File: config.mk
export PLATFORM = sky130hd
export DESIGN_NAME = addr_cal_unit
export DESIGN_NICKNAME = d
export VERILOG_FILES = /design/src/rtl/addr_cal_unit.sv
export SDC_FILE = /design/constraint.sdc
export NUM_CORES = 1
export LEC_CHECK = 0
export BUFFER_PORTS_ARGS = -buffer_cell sky130_fd_sc_hd__buf_2
export CAP_MARGIN = 5
export CORE_MARGIN = 5
export CORE_UTILIZATION = 42
export DETAILED_ROUTE_END_ITERATION = 12
export PLACE_DENSITY = 0.66
export SYNTH_ARGS = -nofsm -noshare
export SYNTH_HDL_FRONTEND = slang
export SYNTH_SLANG_ARGS = --single-unit
export TNS_END_PERCENT = 100
File: constraint.sdc
create_clock -name clk -period 28.2 [get_ports clk]
set_input_delay 5.64 -clock clk [delete_from_list [all_inputs] [get_ports clk]]
set_output_delay 5.64 -clock clk [all_outputs]
set_load 0.03 [all_outputs]
File: src/rtl/addr_cal_unit.sv
// -----------------------------------------------------------------------------
// addr_cal_unit
//
// Sprite pattern-memory address generator. For every pixel (hcount, vcount)
// it decides whether the pixel falls inside a visible sprite region and, if
// so, computes the pattern-memory address of the texel to fetch. Both outputs
// are registered, so they appear one clock after the inputs are sampled.
//
// Ports
//   clk           : sole clock, all state updates on the rising edge
//   reset         : synchronous, active-high reset
//   pattern_info  : [79:64] base_addr, [63:48] tile_w, [47:32] tile_h,
//                   [31:16] region_w, [15:0] region_h
//   sprite_info   : [31] visible, [30] flipped, [29:20] x origin,
//                   [19:10] y origin, [9:0] horizontal shift
//   hcount        : current pixel column
//   vcount        : current pixel row
//   addr_output   : registered pattern-memory address (0 when not valid)
//   valid         : registered "pixel inside a visible sprite region"
// -----------------------------------------------------------------------------
module addr_cal_unit (
  input  logic        clk,
  input  logic        reset,
  input  logic [79:0] pattern_info,
  input  logic [31:0] sprite_info,
  input  logic [9:0]  hcount,
  input  logic [9:0]  vcount,
  output logic [15:0] addr_output,
  output logic        valid
);

  // Unpacked descriptor fields.
  logic [15:0] base_addr;
  logic [15:0] tile_w;
  logic [15:0] tile_h;
  logic [15:0] region_w;
  logic [15:0] region_h;
  logic        visible;
  logic        flipped;
  logic [9:0]  org_x;
  logic [9:0]  org_y;
  logic [9:0]  shift;

  assign base_addr = pattern_info[79:64];
  assign tile_w    = pattern_info[63:48];
  assign tile_h    = pattern_info[47:32];
  assign region_w  = pattern_info[31:16];
  assign region_h  = pattern_info[15:0];

  assign visible   = sprite_info[31];
  assign flipped   = sprite_info[30];
  assign org_x     = sprite_info[29:20];
  assign org_y     = sprite_info[19:10];
  assign shift     = sprite_info[9:0];

  // Combinational next-state values.
  logic        in_x;
  logic        in_y;
  logic        valid_next;
  logic [15:0] local_col;
  logic [15:0] local_row;
  logic [15:0] w_mask;
  logic [15:0] h_mask;
  logic [15:0] col_masked;
  logic [15:0] col;
  logic [15:0] row;
  logic [15:0] row_offset;
  logic [15:0] addr_next;

  always_comb begin
    // NOTE: every combinational output gets a default first so no path can
    // leave it unassigned, which would otherwise infer a latch.
    in_x       = 1'b0;
    in_y       = 1'b0;
    valid_next = 1'b0;
    local_col  = '0;
    local_row  = '0;
    w_mask     = '0;
    h_mask     = '0;
    col_masked = '0;
    col        = '0;
    row        = '0;
    row_offset = '0;
    addr_next  = '0;

    // Region test in 17 bits. "hcount <= x + w - 1" is written as
    // "hcount < x + w", which is the same for integers and needs no
    // decrement, so region_w = 0 naturally yields an empty region.
    in_x = ({7'd0, hcount} >= {7'd0, org_x}) &&
           ({7'd0, hcount} <  ({7'd0, org_x} + {1'b0, region_w}));
    in_y = ({7'd0, vcount} >= {7'd0, org_y}) &&
           ({7'd0, vcount} <  ({7'd0, org_y} + {1'b0, region_h}));
    valid_next = visible && in_x && in_y;

    // Local coordinates, modulo 2^16.
    local_col = {6'd0, hcount} - {6'd0, org_x} + {6'd0, shift};
    local_row = {6'd0, vcount} - {6'd0, org_y};

    // Tile wrap by masking; non-power-of-two sizes use the same mask rule.
    w_mask     = tile_w - 16'd1;
    h_mask     = tile_h - 16'd1;
    col_masked = local_col & w_mask;
    col        = flipped ? (w_mask - col_masked) : col_masked;
    row        = local_row & h_mask;

    // Linear address, truncated to 16 bits.
    row_offset = row * tile_w;
    addr_next  = base_addr + row_offset + col;
  end

  // NOTE: sequential state uses non-blocking assignments so every register
  // samples the pre-edge values, independent of statement order.
  always_ff @(posedge clk) begin
    if (reset) begin
      addr_output <= 16'h0000;
      valid       <= 1'b0;
    end else begin
      valid       <= valid_next;
      addr_output <= valid_next ? addr_next : 16'h0000;
    end
  end

endmodule

# Yosys cells after proc, flatten, opt, wreduce, memory -nomap -nowiden
# Cells that the tools add are included.
[totals] elab_cells=26 inputBits=134 out_inout_bits=17 ff_bits=17
[op_classes] add_sub_neg=10 n_reduce_logical=5 order_cmp=4 n_mul=1 muxes=1 bitwise=3
[ops] op="$add 10x16->17" n=2
[ops] op="$lt 10x17->1" n=2
[ops] op="$add 16x16->16" n=2
[ops] op="$and 16x16->16" n=2
[ops] op="$sub 16x1->16 const B" n=2
[ops] op="$sub 10x10->11" n=2
[ops] op="$ge 10x10->1" n=2
[ops] op="$mul 16x16->16" n=1
[ops] op="$mux 16" n=1
[ops] op="$sub 16x16->16" n=1
[ops] op="$add 11x11->12" n=1
[ops] op="$logic_and 1x1->1" n=4
[ops] op="$reduce_or 2->1" n=1
[ops] op="$not 1->1" n=1

# Longest topological paths before layout
[depth] depth_word=7 ltp_mapped=35 ltp_nobuf=35

# Worst setup path before layout
# OpenSTA, ideal clock, no wires.
[synth_timing] path_type="input-to-reg" from="input port hcount[0]" to="register addr_output[15]" required_time_ns=28.085 slack_ns=14.489 arrival_time_ns=13.596 path_buffers=0 setup_time_ns=0.115 cell_stages=31 path_cell_list="inv_1 > ha_1 > inv_1 > fa_1 > fa_1 > or2_2 > ha_1 > nand2b_1 > a21oi_1 > o21a_1 > o211ai_1 > a2111o_1 > a211oi_1 > nand4b_1 > mux2_2 > a22oi_1 > fa_1 > fa_1 > fa_1 > fa_1 > fa_1 > xnor2_1 > xnor2_1 > xnor2_1 > xnor3_1 > xnor2_1 > xnor3_1 > xnor3_1 > xnor2_1 > xnor3_1 > and2_1"
[synth_via] elab_chain_len=6 word_cells_on_any_way=13 classes_between="add/sub: 4; order compare: 2; mux: 1; bitwise: 2; reduce/logical: 4"
[synth_rtl] item="start: declaration" line="26" text="input logic [9:0] hcount,"
[synth_rtl] item="$sub 10x10->11 (tied with other cells)" line="96" text="local_col = {6'd0, hcount} - {6'd0, org_x} + {6'd0, shift};"
[synth_rtl] item="$add 11x11->12 or $logic_and 1x1->1 (tied branches)" line="96, 89"
[synth_rtl] item="$and 16x16->16 or $logic_and 1x1->1 (tied branches)" line="102, 93"
[synth_rtl] item="$sub 16x16->16 or $logic_and 1x1->1 (tied branches)" line="103, 93"
[synth_rtl] item="$mux 16 or $not 1->1 (tied branches)"
[synth_rtl] item="$add 16x16->16 or $reduce_or 2->1 (tied branches)"
[synth_rtl] item="end signal: assignment" line="119" text="addr_output <= valid_next ? addr_next : 16'h0000;"
[synth_rtl] item="end: declaration" line="28" text="output logic [15:0] addr_output,"
# Several ways; a longest one is shown, not always the timed one.
# A chain may end at the register's enable or synchronous reset.

# Worst setup path after layout
[layout_timing] from="input port sprite_info[21]" to="register addr_output[15]"
[layout_via] elab_chain_len=7 word_cells_on_any_way=14 classes_between="add/sub: 5; order compare: 2; mux: 1; bitwise: 2; reduce/logical: 4"
[layout_rtl] item="start: declaration" line="25" text="input logic [31:0] sprite_info,"
[layout_rtl] item="parallel branches: the longest is 7 deep, another holds $sub 16x16->16"
# Parallel ways; which one is timed is not known.

==> impl_metrics.ini <==
[status]
outcome = finished clean

[pwr]
clock_power_frac = 0.031
internal-power_mw = 0.466
power.static_leakage_nw = 4.96
irDropWorstVdd_mv = 0.0961
power_frac_seq = 0.033
switching_power_mw = 0.474
pwr-share-comb = 0.935
power-per-cell-area_nw_per_um2 = 93.5
swShare = 0.504

[layout]
post_route_cells_drive_above_1_share = 0.143
final_nets = 1600
synthesis_to_finish_area_growth_pct = 12.9

[placed_design]
input_output_buffers = 150
dp_slack_ps = 13660
dp_hpwl_um = 19900
gp_congestion = 0.908

[logic_synthesis]
syn-instance-count = 1092
synth-edff-count = 0
synthFlopType = sky130_fd_sc_hd__dfxtp_1
netlist-cell-type-count = 67
netlist.top_cell.by_area = sky130_fd_sc_hd__fa_1
synthTopCellsByArea = sky130_fd_sc_hd__fa_1 (25%), sky130_fd_sc_hd__ha_1 (17%), sky130_fd_sc_hd__inv_1 (7.5%)
synth_top_area_frac = 0.254
synth.yosys.warnings = 0
netlist_area_um2 = 8910
share_of_synthesized_flip_flops_with_an_asynchronous_set_or_reset = 0
synthesis.area_per_instance_um2 = 8.16
synth_seq_area_share = 0.0382
synth_nets = 1462
ys_ff_latch = 17

[clocking]
cts.hold.buffers_added = 0
cts_made_buffers = 3
cts_max_path_buffers = 2
h-tree-depth = 1
post-cts-setup-buffers = 0
cts-root-buf = sky130_fd_sc_hd__clkbuf_16
cts.sink_count = 17
tritoncts_clock_tree = built
cts_resized = 0
clk_pin_slew_ps = 60

[floorplanning]
die-area_um2 = 24200
io_pins = 151
fp-row-count = 53
dieHeight_um = 156
core_box_area_um2 = 21000
floorplan.initialDensity = 0.425
die_w_um = 156

[timing]
transition_time_at_the_pin_with_the_least_slew_margin_ps = 892
timing.final.hold_violations = 0
layout_min_cycle_time_ps = 14180
portion_of_the_clock_cycle_consumed_by_the_worst_path_in_the_final_layout = 0.503
timing.final.setup_violations = 0
rsz0062_at_grt = false
finalSetupTns_ps = 0
report.final.slew_viol_count = 0
timing.max_slew.rel_slack = 0.401
worst_slack_ps = 14020
clock.fmax_ghz = 0.0705

[drt]
detailroute.via_count = 7713
remaining_design_rule_violation_count = 0
wl_per_cell_um = 15.1
drtPass1Iterations = 5
total_length_of_routed_wires_um = 22700
initialDrtViolationCount = 281
ant_nets = 0
post_drt_via_cell_ratio = 5.12

[critical_path]
critical_path.endpoint_type = register
crit_arrival_ps = 14330
slowest_cell_on_crit_path = sky130_fd_sc_hd__fa_1
setup.worst_path.start_class = input pin
max_stage_delay_ps = 540
maximum_fanout_count_along_the_critical_path = 4
startpoint = sprite_info[21]
cell_with_the_most_instances_on_the_worst_path = sky130_fd_sc_hd__xnor2_1
data_required_time_of_the_worst_path_ps = 28350
criticalPathCategory = in2reg

[global_route]
grt_pass1_vias = 8054
grt_start_max_net_pins = 24
wire_length_of_the_first_global_routing_pass_um = 38200
grt_usage = 0.192
grt_antenna_before_repair = 11
gr-total-overflow = 0

[min_path]
min_path_type = in2reg
min_delay_path_depth = 4
worst_hold_startpoint = pattern_info[64]

[flow_run]
cap_viol_max_count = 0
-- state kept, by name (all words and copies together), names as in the netlist --
name / count
addr_output: 16
valid: 1
-- routing by layer --
layer	track usage	up-vias	routed length, um	part of all wire
li1	-	3879	-	-
met1	0.246	3621	9630	0.42
met2	0.332	164	11100	0.49
met3	0.0394	33	1580	0.069
met4	0.0500	16	305	0.013
met5	0	-	92	0.0041
-- cell type report --
cell class,count,area (um^2)
well taps,275,344
fillers,2069,10900
flip-flops and latches,17,340
inverters,180,676
clock buffers,4,78.8
repair buffers,157,807
multi-input cells,871,7810
diodes,3,7.51
-- layout by cell type (no fill, tap or decap), drive strengths merged, types with 11 or more instances in the layout --
master,n
and2,69
xnor2,57
o21a,14
a21o,17
nor2,56
xor2,45
buf,157
nor4,16
inv,179
o21ai,39
a211oi,11
a21oi,47
fa,113
dfxtp,17
ha,123
nor3,29
nor2b,14
nand2,95
-- cell usage after synthesis (6+ instances only) --
cell type	n
sky130_fd_sc_hd__a211oi_1	11
sky130_fd_sc_hd__a21o_1	17
sky130_fd_sc_hd__a21oi_1	46
sky130_fd_sc_hd__and2_1	69
sky130_fd_sc_hd__and3_1	6
sky130_fd_sc_hd__clkbuf_1	21
sky130_fd_sc_hd__dfxtp_1	17
sky130_fd_sc_hd__fa_1	113
sky130_fd_sc_hd__ha_1	123
sky130_fd_sc_hd__inv_1	179
sky130_fd_sc_hd__mux2i_1	7
sky130_fd_sc_hd__nand2_1	95
sky130_fd_sc_hd__nand2b_1	9
sky130_fd_sc_hd__nand3_1	10
sky130_fd_sc_hd__nand4_1	7
sky130_fd_sc_hd__nor2_1	56
sky130_fd_sc_hd__nor2b_1	14
sky130_fd_sc_hd__nor3_1	29
sky130_fd_sc_hd__nor3b_1	6
sky130_fd_sc_hd__nor4_1	16
sky130_fd_sc_hd__o21a_1	14
sky130_fd_sc_hd__o21ai_0	37
sky130_fd_sc_hd__o21bai_1	10
sky130_fd_sc_hd__o31ai_1	6
sky130_fd_sc_hd__xnor2_1	57
sky130_fd_sc_hd__xor2_1	45
-- through the flow --
stage | area, um^2 | total power, mW | hold slack, ps | util | cells
after floorplan | 8910 | 0.744 | 5950 | - | 1092
after global placement | 9960 | 0.897 | 6070 | 0.475 | 1499
after detailed placement | 9960 | 0.919 | 6070 | 0.475 | 1499
after CTS | 10000 | 0.953 | 5870 | 0.479 | 1503
after global routing | 10100 | 1.08 | 5900 | 0.480 | 1507
final | 10100 | 0.940 | 5900 | 0.480 | 1507
-- path summary, 6_finish.rpt --
check                                        end  slack [ps]
worst min-delay path   addr_output[0]$_SDFF_PP0_        5900
worst max-delay path  addr_output[15]$_SDFF_PP0_       14020
-- critical path: cells and delay by family --
| family | cells | cell delay [ps] |
|---|---|---|
| multiplexers | 1 | 300 |
| AO/OA/AOI/OAI | 9 | 2140 |
| AND/OR/NAND/NOR | 4 | 630 |
| XOR/XNOR | 11 | 2410 |
| buffers and inverters | 2 | 190 |
| adder cells (fa/ha/maj) | 7 | 2990 |
-- logic make-up (layout without fill, tap and decap cells) --
logic type / count (synthesis) / after routing / share of synthesized area
buffers and inverters: 204 / 341 / 0.0862
xor gates and xnor gates: 106 / 106 / 0.110
adders and majority gates: 236 / 236 / 0.427
DFF: 17 / 17 / 0.0382
other: 1 / 4 / 0.000421
and+or+nand+nor: 334 / 334 / 0.192
AOI/OAI and AO/OA: 185 / 185 / 0.136
muxes: 9 / 9 / 0.0104
-- power groups by stage --
stage | Clock [mW] | Sequential, mW | Combinational, mW
floorplan | 0 | 0.0433 | 0.700
global placement | 0 | 0.0318 | 0.865
detailed placement | 0 | 0.0320 | 0.887
CTS | 0.0304 | 0.0315 | 0.891
global route | 0.0314 | 0.0321 | 1.01
finish | 0.0295 | 0.0314 | 0.879
(Power assumes the default switching activity.)
